`src/rtl/dmem_store_buffer.sv`:
```
// dmem_store_buffer
//   Write-posting buffer between the processor data port and the single-port
//   dmem syncram. Stores are queued in a small circular FIFO and drained to
//   dmem on every cycle without a load. Loads that hit a queued store are
//   answered from the buffer, so the processor always sees its latest store.
//
// Ports
//   clock, reset          single clock, synchronous active-high reset
//   proc_address          load/store word address
//   proc_data             store data
//   proc_wren, proc_rden  store / load request
//   proc_q                load result, valid the cycle after proc_rden
//   stall                 store refused this cycle (buffer full)
//   flush                 drain request (draining already happens whenever
//                         possible; empty reports completion)
//   empty, full           buffer status
//   dmem_address/data/wren  to dmem
//   dmem_q                from dmem, one-cycle read latency
//
// Handshake: a store is taken on every edge where proc_wren=1 and stall=0.
// While stall=1 the processor must hold proc_address/proc_data/proc_wren
// unchanged; stall depends only on proc_wren and the registered full flag.
module dmem_store_buffer #(
    parameter int DEPTH  = 4,
    parameter int ADDR_W = 12,
    parameter int DATA_W = 32
) (
    input  logic              clock,
    input  logic              reset,
    input  logic [ADDR_W-1:0] proc_address,
    input  logic [DATA_W-1:0] proc_data,
    input  logic              proc_wren,
    input  logic              proc_rden,
    output logic [DATA_W-1:0] proc_q,
    output logic              stall,
    input  logic              flush,
    output logic              empty,
    output logic              full,
    output logic [ADDR_W-1:0] dmem_address,
    output logic [DATA_W-1:0] dmem_data,
    output logic              dmem_wren,
    input  logic [DATA_W-1:0] dmem_q
);

    localparam int PTR_W = $clog2(DEPTH);
    localparam int CNT_W = PTR_W + 1;

    logic [ADDR_W-1:0] addr_mem [DEPTH];
    logic [DATA_W-1:0] data_mem [DEPTH];
    logic [PTR_W-1:0]  head;
    logic [PTR_W-1:0]  tail;
    logic [CNT_W-1:0]  count;
    logic              hit_q;
    logic [DATA_W-1:0] fwd_q;

    logic              push;
    logic              pop;
    logic              match;
    logic [DATA_W-1:0] match_data;
    logic [PTR_W-1:0]  idx;
    logic              flush_unused;

    // flush needs no logic of its own: the buffer drains on every non-load cycle.
    assign flush_unused = flush;

    assign empty = (count == '0);
    assign full  = (count == CNT_W'(DEPTH));
    assign stall = proc_wren && full;

    // A full buffer refuses a push even if the head leaves in the same cycle.
    assign push = proc_wren && !full;
    // Loads own the RAM port; draining only uses cycles without a load.
    assign pop  = !proc_rden && !empty;

    // dmem port mux. pop is deliberately not gated by reset: the head entry
    // being written at a reset edge still reaches dmem.
    always_comb begin
        dmem_address = proc_address;
        dmem_data    = '0;
        dmem_wren    = 1'b0;
        if (pop) begin
            dmem_address = addr_mem[head];
            dmem_data    = data_mem[head];
            dmem_wren    = 1'b1;
        end
    end

    // Walk entries oldest to youngest so the youngest match wins. Only entries
    // present at the start of the cycle are searched, so a same-cycle store
    // never forwards to a same-cycle load.
    always_comb begin
        match      = 1'b0;
        match_data = '0;
        idx        = head;
        for (int i = 0; i < DEPTH; i++) begin
            idx = head + PTR_W'(i);
            if ((CNT_W'(i) < count) && (addr_mem[idx] == proc_address)) begin
                match      = 1'b1;
                match_data = data_mem[idx];
            end
        end
    end

    assign proc_q = hit_q ? fwd_q : dmem_q;

    // Entry storage carries no reset; validity comes from head/count.
    always_ff @(posedge clock) begin
        if (push) begin
            addr_mem[tail] <= proc_address;
            data_mem[tail] <= proc_data;
        end
    end

    always_ff @(posedge clock) begin
        if (reset) begin
            head  <= '0;
            tail  <= '0;
            count <= '0;
            hit_q <= 1'b0;
            fwd_q <= '0;
        end else begin
            if (push) tail <= tail + 1'b1;
            if (pop)  head <= head + 1'b1;
            if (push && !pop)      count <= count + 1'b1;
            else if (pop && !push) count <= count - 1'b1;
            hit_q <= proc_rden && match;
            if (proc_rden && match) fwd_q <= match_data;
        end
    end

endmodule

```
`config.mk`:
```
export PLATFORM = sky130hd
export DESIGN_NAME = dmem_store_buffer
export DESIGN_NICKNAME = d
export VERILOG_FILES = /design/src/rtl/dmem_store_buffer.sv
export SDC_FILE = /design/constraint.sdc
export NUM_CORES = 1
export LEC_CHECK = 0
export CORE_ASPECT_RATIO = 0.8
export CORE_UTILIZATION = 50
export CTS_CLUSTER_DIAMETER = 200
export CTS_CLUSTER_SIZE = 14
export DETAILED_ROUTE_END_ITERATION = 6
export MAX_ROUTING_LAYER = met4
export PLACE_DENSITY = 0.72
export SLEW_MARGIN = 25
export SYNTH_ARGS = -nofsm -noshare
export SYNTH_HDL_FRONTEND = slang
export SYNTH_SLANG_ARGS = --single-unit
export TNS_END_PERCENT = 100
```
`constraint.sdc`:
```
create_clock -name clock -period 4.4 [get_ports clock]
set_input_delay 1.32 -clock clock [delete_from_list [all_inputs] [get_ports clock]]
set_output_delay 1.32 -clock clock [all_outputs]
set_load 0.03 [all_outputs]
```
## Word-level counts from Yosys, hierarchy flattened

Memory sizes are Yosys's and may differ from the RTL's. A register that Yosys moved wholly into a read port is not among the register bits.
Cells that the tools add are included.

| cells by class | value |
|---|---|
| add/subtract/negate cells | 6 |
| magnitude comparators | 4 |
| eq/ne operators | 5 |
| multiplexer cells | 20 |
| reduce and logical (&&, ||, !) cells | 17 |

Operator list:

| cell | count |
|---|---|
| 32-bit two-way mux | 6 |
| 12-bit equality test | 4 |
| 12-bit two-way mux | 1 |
| 1-bit logical AND | 10 |
| 2-bit two-way mux | 4 |
| 1-bit two-way mux | 7 |
| 1-bit by 3-bit < comparator with 1-bit output (first input constant) | 2 |
| 2-bit by 3-bit < comparator with 1-bit output (first input constant) | 2 |
| 3-bit two-way mux | 2 |
| 1-bit logical NOT | 5 |
| 2-bit by 1-bit adder with 2-bit output (second input constant) | 2 |
| 2-bit adder (second input constant) | 2 |
| 3-bit by 1-bit adder with 3-bit output (second input constant) | 1 |
| 3-bit equality test (second input constant) | 1 |
| 3-bit logical NOT | 1 |
| 3-bit by 1-bit subtractor with 3-bit output (second input constant) | 1 |
| 2-bit nonzero test | 1 |

| storage, ports and cells | value |
|---|---|
| bits in registers | 40 |
| memory bits (writable) | 176 |
| input port bits | 81 |
| word-level logic and storage cells | 59 |
| memories kept | 2 |

Memories:

| name | words | width | read ports | clocked after memory_dff | wr ports | RTL line | text |
|---|---|---|---|---|---|---|---|
| data_mem | 4 | 32 | 4 | 1 | 1 | 49 | `logic [DATA_W-1:0] data_mem [DEPTH];` |
| addr_mem | 4 | 12 | 4 | 1 | 1 | 48 | `logic [ADDR_W-1:0] addr_mem [DEPTH];` |

## Longest topological paths before layout

Gate-level depths: netlist of run 1.
An unclocked memory read counts as a cell.

| logic depth | value |
|---|---|
| word-level depth | 8 |
| depth in mapped cells | 13 |
| gate-level depth less buffers | 10 |

## Least setup slack after synthesis of run 1

OpenSTA, ideal clock, no wires.

| path | value |
|---|---|
| kind | input to output |
| start point | in proc_rden |
| end point | out dmem_address[8] |
| arrival | 2.737 ns |
| data required time | 3.080 ns |
| slack | 0.343 ns |
| cell stages on the path | 4 |
| buffers on the path | 2 |
| cells stage by stage | nor2_1 > clkbuf_1 > clkbuf_1 > o21ai_0 |

| between the ends | value |
|---|---|
| word-level cells in the longest chain between the ends | 3 |

RTL lines:

| item | RTL line | text |
|---|---|---|
| start: declaration | 33 | `input logic proc_rden,` |
| 1-bit logical NOT | 73 | `assign pop = !proc_rden && !empty;` |
| 1-bit logical AND | 73 |  |
| 12-bit two-way mux | 81 | `if (pop) begin` |
| end: declaration | 39 | `output logic [ADDR_W-1:0] dmem_address,` |

No other way between the ends.

## Worst setup path after layout of run 1

| path | value |
|---|---|
| start point | reg count[0] |
| end point | out dmem_address[9] |

| between the ends | value |
|---|---|
| word-level cells in the longest chain between the ends | 4 |

RTL lines:

| item | RTL line | text |
|---|---|---|
| start: declaration | 52 | `logic [CNT_W-1:0] count;` |
| start signal: assignment | 124 | `if (push && !pop) count <= count + 1'b1;` |
| start signal: assignment | 125 | `else if (pop && !push) count <= count - 1'b1;` |
| 3-bit logical NOT | 66 | `assign empty = (count == '0);` |
| 1-bit logical NOT | 73 |  |
| 1-bit logical AND | 73 |  |
| 12-bit two-way mux | 81 |  |

No other way between the ends.

==> results.toml, run 1 <==
[setup_path]
path_max_fanout = 11
reg2regPathDepth = 8
arrival_ps = 2870
cp_slowest_cell = "clkdlybuf4s50_1"
required_ps = 3080
cp-end-kind = "output pin"
r2r_slack_ps = 750
path_cells = "inv_1 > ha_1 > nor2b_1 > nor2_4 > mux2_2 > clkdlybuf4s50_1"
path_class = "flop to output pin"
path_buf_inv = 2
slowest_delay_ps = 590
cp_top_family = "buffers and inverters"
crit_start = "count[0]$_SDFFE_PP0P_"
rr_startpoint = "head[1]$_SDFFE_PP0P_"
crit_path_start_kind = "flop"
cp_num_cells = 6

[global_route]
grt_pass1_vias = 10690
grt_max_degree = 66
overflow = 0
grt_antenna_before_repair = 0
gr-usage-all-layers_pct = 28.8
grt_pass1_wl_um = 63700

[power_and_ir_drop]
power_uw = 8630
power_leakage_uw = 0.00524
pwr_density_cell_nw_per_um2 = 506
ir_drop_mv = 0.258

[final_layout]
final-seq-area_sq_um = 6140
nFillCells = 2221
drive_above_1_share_pct = 27.3
multi_input_area_sq_um = 7750
layout.nets = 1357
antenna_cells = 0
syn2layout_area_growth_pct = 17.7

[sta]
hold_violations = 0
tns_ps = 0
fmax_ghz = 0.239
fin_crit_ps = 4190
max_slew_margin_pct = 45.8
post-route-period-util_pct = 95.2
finalSetupViolCount = 0
final_max_slew_viol_count = 0
rsz0062_at_grt = "false"
clock_skew_ps = 27.8
worst_pin_slew_ps = 813

[logic_synthesis]
syn_area_sq_um = 14500
synth_simple_gate_area_share_pct = 12.2
synth_fp_nets = 1252
synth_top_area_share_pct = 36.5
synth_seq_area_share_pct = 42.3
synthTopCellsByCount = "edfxtp_1, nor2_1, mux4_2"
yosysMostFrequentCell = "edfxtp_1"
ys_ff_latch = 218
synthCells = 1162
synth_top_family_by_area = "multiplexers"
synth_ff_type = "edfxtp_1"
synth.largest_area_cell = "edfxtp_1"
ys_types = 54
synth_area_leaders = "edfxtp_1, mux4_2, mux2_2"
synth_xor_area_share_pct = 3.14
avgSynthCellArea_sq_um = 12.5
yosys_warnings = 0
synth_edf_count = 176
synth_compound_area_share_pct = 11.4
muxShareOfSynthArea_pct = 25.9
synthArstFlopShare_pct = 0
synth_fa_ha_area_share_pct = 0.777

[cts]
cts_made_buffers = 19
cts_buffer_depth = 3
cts_tree = "yes"
clockRootBuffer = "clkbuf_16"
postCtsSetupRepairBufs = 0
cts_resized = 0
htree_num_levels = 1
worstSkewPairLatency_ps = 530
clock-sinks = 218
cts.clk_slew.worst_paths_ps = 70
holdBufCountCts = 0

[job]
drv_cap = 0

[detailed_routing]
routed_wl_um = 41300
drtAntennaViolNets = 0
wl_per_cell_um = 25.0
drtIter0Drc = 1230
vias_per_cell = 6.80
drc_errors = 0
firstDrtPassIters = 5
vias = 11226

[placed_design]
port_buffers = 159
post-dp-hpwl_um = 26200
gp_congestion = 0.908

[floorplan]
initial_utilization_pct = 51.1
die-area_sq_um = 29700
fp.coreArea_sq_um = 28400
die_y_um = 154
die_w_um = 192
ioPinCount = 161
row_count = 55

[worst_hold_path]
hold_class = "flop to flop"
holdPathStages = 2
min_from = "fwd_q[12]$_SDFFE_PP0P_"

[outcome]
status = "complete, no violations"
==> metal layers <==
layer,vias up,wire [um],track usage [%]
met1,5489,17200,41.4
met5,-,0,-
met2,747,18300,41.6
met4,0,915,8.17
li1,4891,-,-
met3,99,4800,5.54
==> per-stage QoR <==
step	setup WS [ps]	utilization (%)	area, sq um	hold WS [ps]	std cells
final	211	60.1	17100	533	1650
after global placement	195	58.2	16500	520	1616
after CTS	197	60.1	17100	530	1650
after global routing	79.2	60.1	17100	552	1650
after detailed placement	160	58.2	16500	521	1616
after floorplan	343	-	14500	491	1162
==> kinds of logic (layout without fill, tap and decap cells) <==
group / count (synthesis) / in the layout
AOI/OAI and AO/OA: 214 / 214
xor gates and xnor gates: 52 / 52
adders and majority gates: 9 / 9
buffers and inverters: 139 / 257
DFF: 218 / 218
muxes: 231 / 231
and+or+nand+nor: 299 / 299
==> placed cells by master, fill, tap and decap left out, types with 6 or more instances in the layout <==
cell,netlist,layout
edfxtp_1,176,176
clkdlybuf4s50_1,0,122
nor2_1,110,109
mux4_2,107,107
mux2_2,79,79
buf_4,11,74
o21ai_0,67,67
mux2i_1,45,45
nand2_1,41,41
dfxtp_1,42,38
xnor2_1,36,36
and2_1,39,35
nor4_1,35,35
o2111a_1,34,34
a221oi_1,33,33
a2111oi_0,32,32
o211ai_1,32,32
nor4_2,32,32
clkbuf_16,0,19
buf_12,0,17
xor2_1,16,16
clkbuf_1,86,13
ha_1,9,9
inv_1,8,7
nor2b_1,6,6
==> flip-flops by register name (all words and copies together) (netlist names), named ones only <==
register  cells
addr_mem     48
count         3
data_mem    128
fwd_q        32
head          2
hit_q         1
tail          2
==> final cells by class <==
class | instances | area share, %
flip-flops and latches | 218 | 36.0
multi-input cells | 805 | 45.5
inverters | 8 | 0.176
repair buffers | 215 | 12.5
clock inverters | 2 | 0.103
clock buffers | 32 | 3.07
well taps | 370 | 2.72
==> path summary, 6_finish.rpt <==
kind | endpoint
setup reg to reg | fwd_q[27]$_SDFFE_PP0P_
hold / removal | fwd_q[12]$_SDFFE_PP0P_
setup / recovery | dmem_address[9]
hold reg to reg | fwd_q[12]$_SDFFE_PP0P_
==> power by group <==
group	switching (uW)	total, uW	internal, uW
combinational	2320	4250	1930
clock	758	1570	816
sequential	309	2800	2490
total	3390	8630	5240
==> worst reg2reg max path: stages, from the launching register on <==
cell and delay, ps:
dfxtp_4 870, mux4_2 630, xor2_1 190, or4_1 580, nor4_4 340, buf_12 270, o211ai_1 140, o2111a_1 270
nor4_2 270
Power figures use the tool's default switching activity.
==> run 2: changes to the inputs <==
Clock period 4.4 ns to 4.8 ns, I/O delays scaled along.
==> results.toml, run 2 (synthesis gave the netlist of run 1 again) <==
[outcome]
status = "complete, no violations"

[cts]
clockRootBuffer = "clkbuf_16"
cts_made_buffers = 19
holdBufCountCts = 0
cts.clk_slew.worst_paths_ps = 70
htree_num_levels = 1
postCtsSetupRepairBufs = 0
cts_buffer_depth = 3
worstSkewPairLatency_ps = 500
cts_tree = "yes"
cts_resized = 0
clock-sinks = 218

[detailed_routing]
firstDrtPassIters = 5
vias_per_cell = 6.85
routed_wl_um = 41600
wl_per_cell_um = 25.2
drtAntennaViolNets = 0
vias = 11282
drc_errors = 0
drtIter0Drc = 1203

[setup_path]
path_cells = "clkdlybuf4s50_1 > mux2_2 > clkdlybuf4s50_1"
path_buf_inv = 2
required_ps = 3360
critPathMostFrequentCell = "clkdlybuf4s50_1"
cp-end-kind = "output pin"
path_class = "primary input to output pin"
arrival_ps = 3040
path_max_fanout = 10
cp_slowest_cell = "clkdlybuf4s50_1"
cp_top_family = "buffers and inverters"
crit_path_start_kind = "primary input"
slowest_delay_ps = 710

[final_layout]
drive_above_1_share_pct = 25.8
multi_input_area_sq_um = 7750
final_cell_mix = "edfxtp_1, clkdlybuf4s50_1, nor2_1, mux4_2, mux2_2"
regMostFlops = "data_mem"
final_common_cell = "edfxtp_1"
syn2layout_area_growth_pct = 17.7
nFillCells = 2237
top_regs = "data_mem (128), addr_mem (48), fwd_q (32)"
largest_reg_flops = 128
layout.nets = 1353
final-seq-area_sq_um = 6140

[floorplan]
die_w_um = 192
ioPinCount = 161
fp.coreArea_sq_um = 28400
die-area_sq_um = 29700
row_count = 55
initial_utilization_pct = 51.1
die_y_um = 154

[sta]
max_slew_margin_pct = 44.6
finalSetupViolCount = 0
tns_ps = 0
rsz0062_at_grt = "false"
fmax_ghz = 0.223
fin_crit_ps = 4480
hold_violations = 0
worst_pin_slew_ps = 831
post-route-period-util_pct = 93.4
clock_skew_ps = 16.2
final_max_slew_viol_count = 0
final_critical_path_setup_slack_ps = 316

[placed_design]
post-dp-hpwl_um = 26500
place_ws_ps = 261
gp_congestion = 0.921
port_buffers = 159

[global_route]
grt_antenna_before_repair = 2
grt_max_degree = 71
grt_pass1_vias = 10909
grt_pass1_wl_um = 63200
overflow = 0
gr-usage-all-layers_pct = 28.6

[job]
drv_cap = 0

[power_and_ir_drop]
ir_drop_mv = 0.381
power_leakage_uw = 0.00518
pwr_density_cell_nw_per_um2 = 464

[worst_hold_path]
hold_class = "flop to flop"
[run 2: area by class of cell]
| class | instances | share of cell area (%) |
|---|---|---|
| Inverter | 8 | 0.176 |
| Antenna cell | 3 | 0.0440 |
| Tap cell | 370 | 2.71 |
| Timing Repair Buffer | 211 | 12.5 |
| Sequential cell | 218 | 36.0 |
| Multi-Input combinational cell | 805 | 45.5 |
| Clock inverter | 1 | 0.0514 |
| Clock buffer | 32 | 3.07 |
[run 2: metrics by stage]
stage	utilization [%]	area, sq um	instances	hold slack [ps]	power, uW
floorplan	-	14500	1162	491	5260
global placement	58.2	16500	1612	518	6410
detailed placement	58.2	16500	1612	526	6460
CTS	60.1	17000	1645	537	7890
global route	60.1	17100	1647	559	8230
finish	60.1	17100	1648	532	7900
[run 2: path summary, 6_finish.rpt]
check                                            from               endpoint  slack [ps]  depth (start not counted)
worst max-delay path                  proc_address[9]        dmem_address[9]         320                          3
worst min register to register  fwd_q[1]$_SDFFE_PP0P_  fwd_q[1]$_SDFFE_PP0P_         530                          2
worst max register to register                   flop  fwd_q[3]$_SDFFE_PP0P_        1050                          9
worst min-delay path            fwd_q[1]$_SDFFE_PP0P_  fwd_q[1]$_SDFFE_PP0P_         530                          2
[run 2: metal layers]
metal / GRT usage [%] / part of all wire [%]
met5: - / 0
met1: 40.8 / 42
met3: 6.24 / 12
met2: 40.8 / 43
met4: 8.59 / 3.0
[run 2: worst reg2reg max path, delay by kind of cell, from the launching register on]
kind / cells / cell delay (ps)
buffers and inverters: 2 / 550
muxes: 1 / 330
xor gates and xnor gates: 1 / 210
and+or+nand+nor: 4 / 1390
DFF: 1 / 810
AOI/OAI and AO/OA: 1 / 330
[run 2: report_power, final]
group	internal (uW)	total (uW)	switching [uW]
Combinational	1780	3920	2150
Sequential	2290	2560	273
Clock	744	1420	677
==> run 3: changes to the inputs <==
Settings changed: REMOVE_ABC_BUFFERS set to 1.
==> results.toml, run 3 (synthesis gave the netlist of run 1 again) <==
[final_layout]
layoutNonFillerInstCount = 1650
regMostFlops = "data_mem"
layout.nets = 1357
drive_above_1_share_pct = 25.9
utilization_pct = 60.1
largest_reg_flops = 128
multi_input_area_sq_um = 7770
nFillCells = 2185
final_cell_mix = "edfxtp_1, clkdlybuf4s50_1, nor2_1, mux4_2, mux2_2"
top_regs = "data_mem (128), addr_mem (48), fwd_q (32)"
final_common_cell = "edfxtp_1"
final-seq-area_sq_um = 6140
syn2layout_area_growth_pct = 17.7

[sta]
whs_ps = 526
max_slew_margin_pct = 33.7
finalSetupViolCount = 0
rsz0062_at_grt = "false"
final_max_slew_viol_count = 0
worst_pin_slew_ps = 995
hold_violations = 0
fmax_ghz = 0.225
post-route-period-util_pct = 92.6
fin_crit_ps = 4450
final_critical_path_setup_slack_ps = 353
clock_skew_ps = 23.8

[detailed_routing]
firstDrtPassIters = 7
wirelength_met1_um = 16800
routed_wl_um = 41000
vias = 11157
top_layer = "met4"
wl_per_cell_um = 24.8
vias_per_cell = 6.76
drtAntennaViolNets = 0
drc_errors = 0
route.met2.wl_um = 18600
wl_met3_um = 4730
drtIter0Drc = 1112

[cts]
cts.clk_slew.worst_paths_ps = 70
postCtsSetupRepairBufs = 0
holdBufCountCts = 0
cts_buffer_depth = 3
cts_resized = 0
htree_num_levels = 1
clockRootBuffer = "clkbuf_16"
clock-sinks = 218
worstSkewPairLatency_ps = 500
cts_made_buffers = 19
cts_tree = "yes"

[floorplan]
initial_utilization_pct = 51.1
die_w_um = 192
fp.coreArea_sq_um = 28400
die-area_sq_um = 29700
ioPinCount = 161
die_y_um = 154
row_count = 55

[placed_design]
gp_congestion = 0.937
post-dp-hpwl_um = 25600
place_ws_ps = 358
dp_cells = 1616
port_buffers = 159

[global_route]
grt_antenna_before_repair = 2
grt_pass1_vias = 10716
overflow = 0
grt_pass1_wl_um = 62300
grt_max_degree = 66
gr-usage-all-layers_pct = 28.2

[power_and_ir_drop]
power_leakage_uw = 0.00517
swShare_pct = 39.2
p_comb_share_pct = 49.1
pwr-share-seq_pct = 33.1
intPower_uw = 4790
p_clk_share_pct = 17.8
switching_power_uw = 3090
pwr_density_cell_nw_per_um2 = 462
ir_drop_mv = 0.387

[job]
drv_cap = 0

[setup_path]
cp-end-kind = "output pin"
required_ps = 3360
path_class = "primary input to output pin"
crit_path_start_kind = "primary input"
path_max_fanout = 9
arrival_ps = 3010

[worst_hold_path]
hold_class = "flop to flop"

[outcome]
status = "complete, no violations"
[run 3: worst max-delay path, cell delays in order]
cell,delay (ps)
clkdlybuf4s50_1,690
mux2_2,220
clkdlybuf4s50_1,660
[run 3: metrics by stage]
stage	TNS (ps)	total power, uW	cell area, sq um
3_3_place_gp	0	6420	16500
3_5_place_dp	0	6460	16500
5_1_grt	0	8240	17100
6_report	0	7890	17100
2_1_floorplan	-122520	5330	13900
4_1_cts	0	7880	17100
[run 3: power groups by stage]
| stage | clock network, uW | registers (uW) | logic, uW |
|---|---|---|---|
| after global placement | 0 | 2640 | 3780 |
| final | 1400 | 2610 | 3870 |
| after detailed placement | 0 | 2650 | 3810 |
| after CTS | 1430 | 2610 | 3840 |
| after global routing | 1500 | 2650 | 4090 |
| after floorplan | 0 | 2760 | 2570 |
[run 3: area by class of cell]
cell class | count | share of cell area (%)
flip-flops and latches | 218 | 36.0
multi-input cells | 805 | 45.6
repair buffers | 215 | 12.4
clock buffers | 32 | 3.07
diodes | 1 | 0.0147
well taps | 370 | 2.71
inverters | 8 | 0.176
clock inverters | 1 | 0.0514
[run 3: per-layer routing]
layer  vias up  GRT usage, %
met5         -             -
met4         0          7.16
li1       4890             -
met2       706          41.3
met3        80          6.42
met1      5481          39.7
[run 3: worst paths after layout]
| check | start | slack, ps | to | depth (start not counted) |
|---|---|---|---|---|
| hold / removal | fwd_q[31]$_SDFFE_PP0P_ | 530 | fwd_q[31]$_SDFFE_PP0P_ | 2 |
| setup / recovery | proc_address[5] | 350 | dmem_address[5] | 3 |
| setup reg to reg | flop | 1170 | fwd_q[7]$_SDFFE_PP0P_ | 8 |
| hold reg to reg | fwd_q[31]$_SDFFE_PP0P_ | 530 | fwd_q[31]$_SDFFE_PP0P_ | 2 |
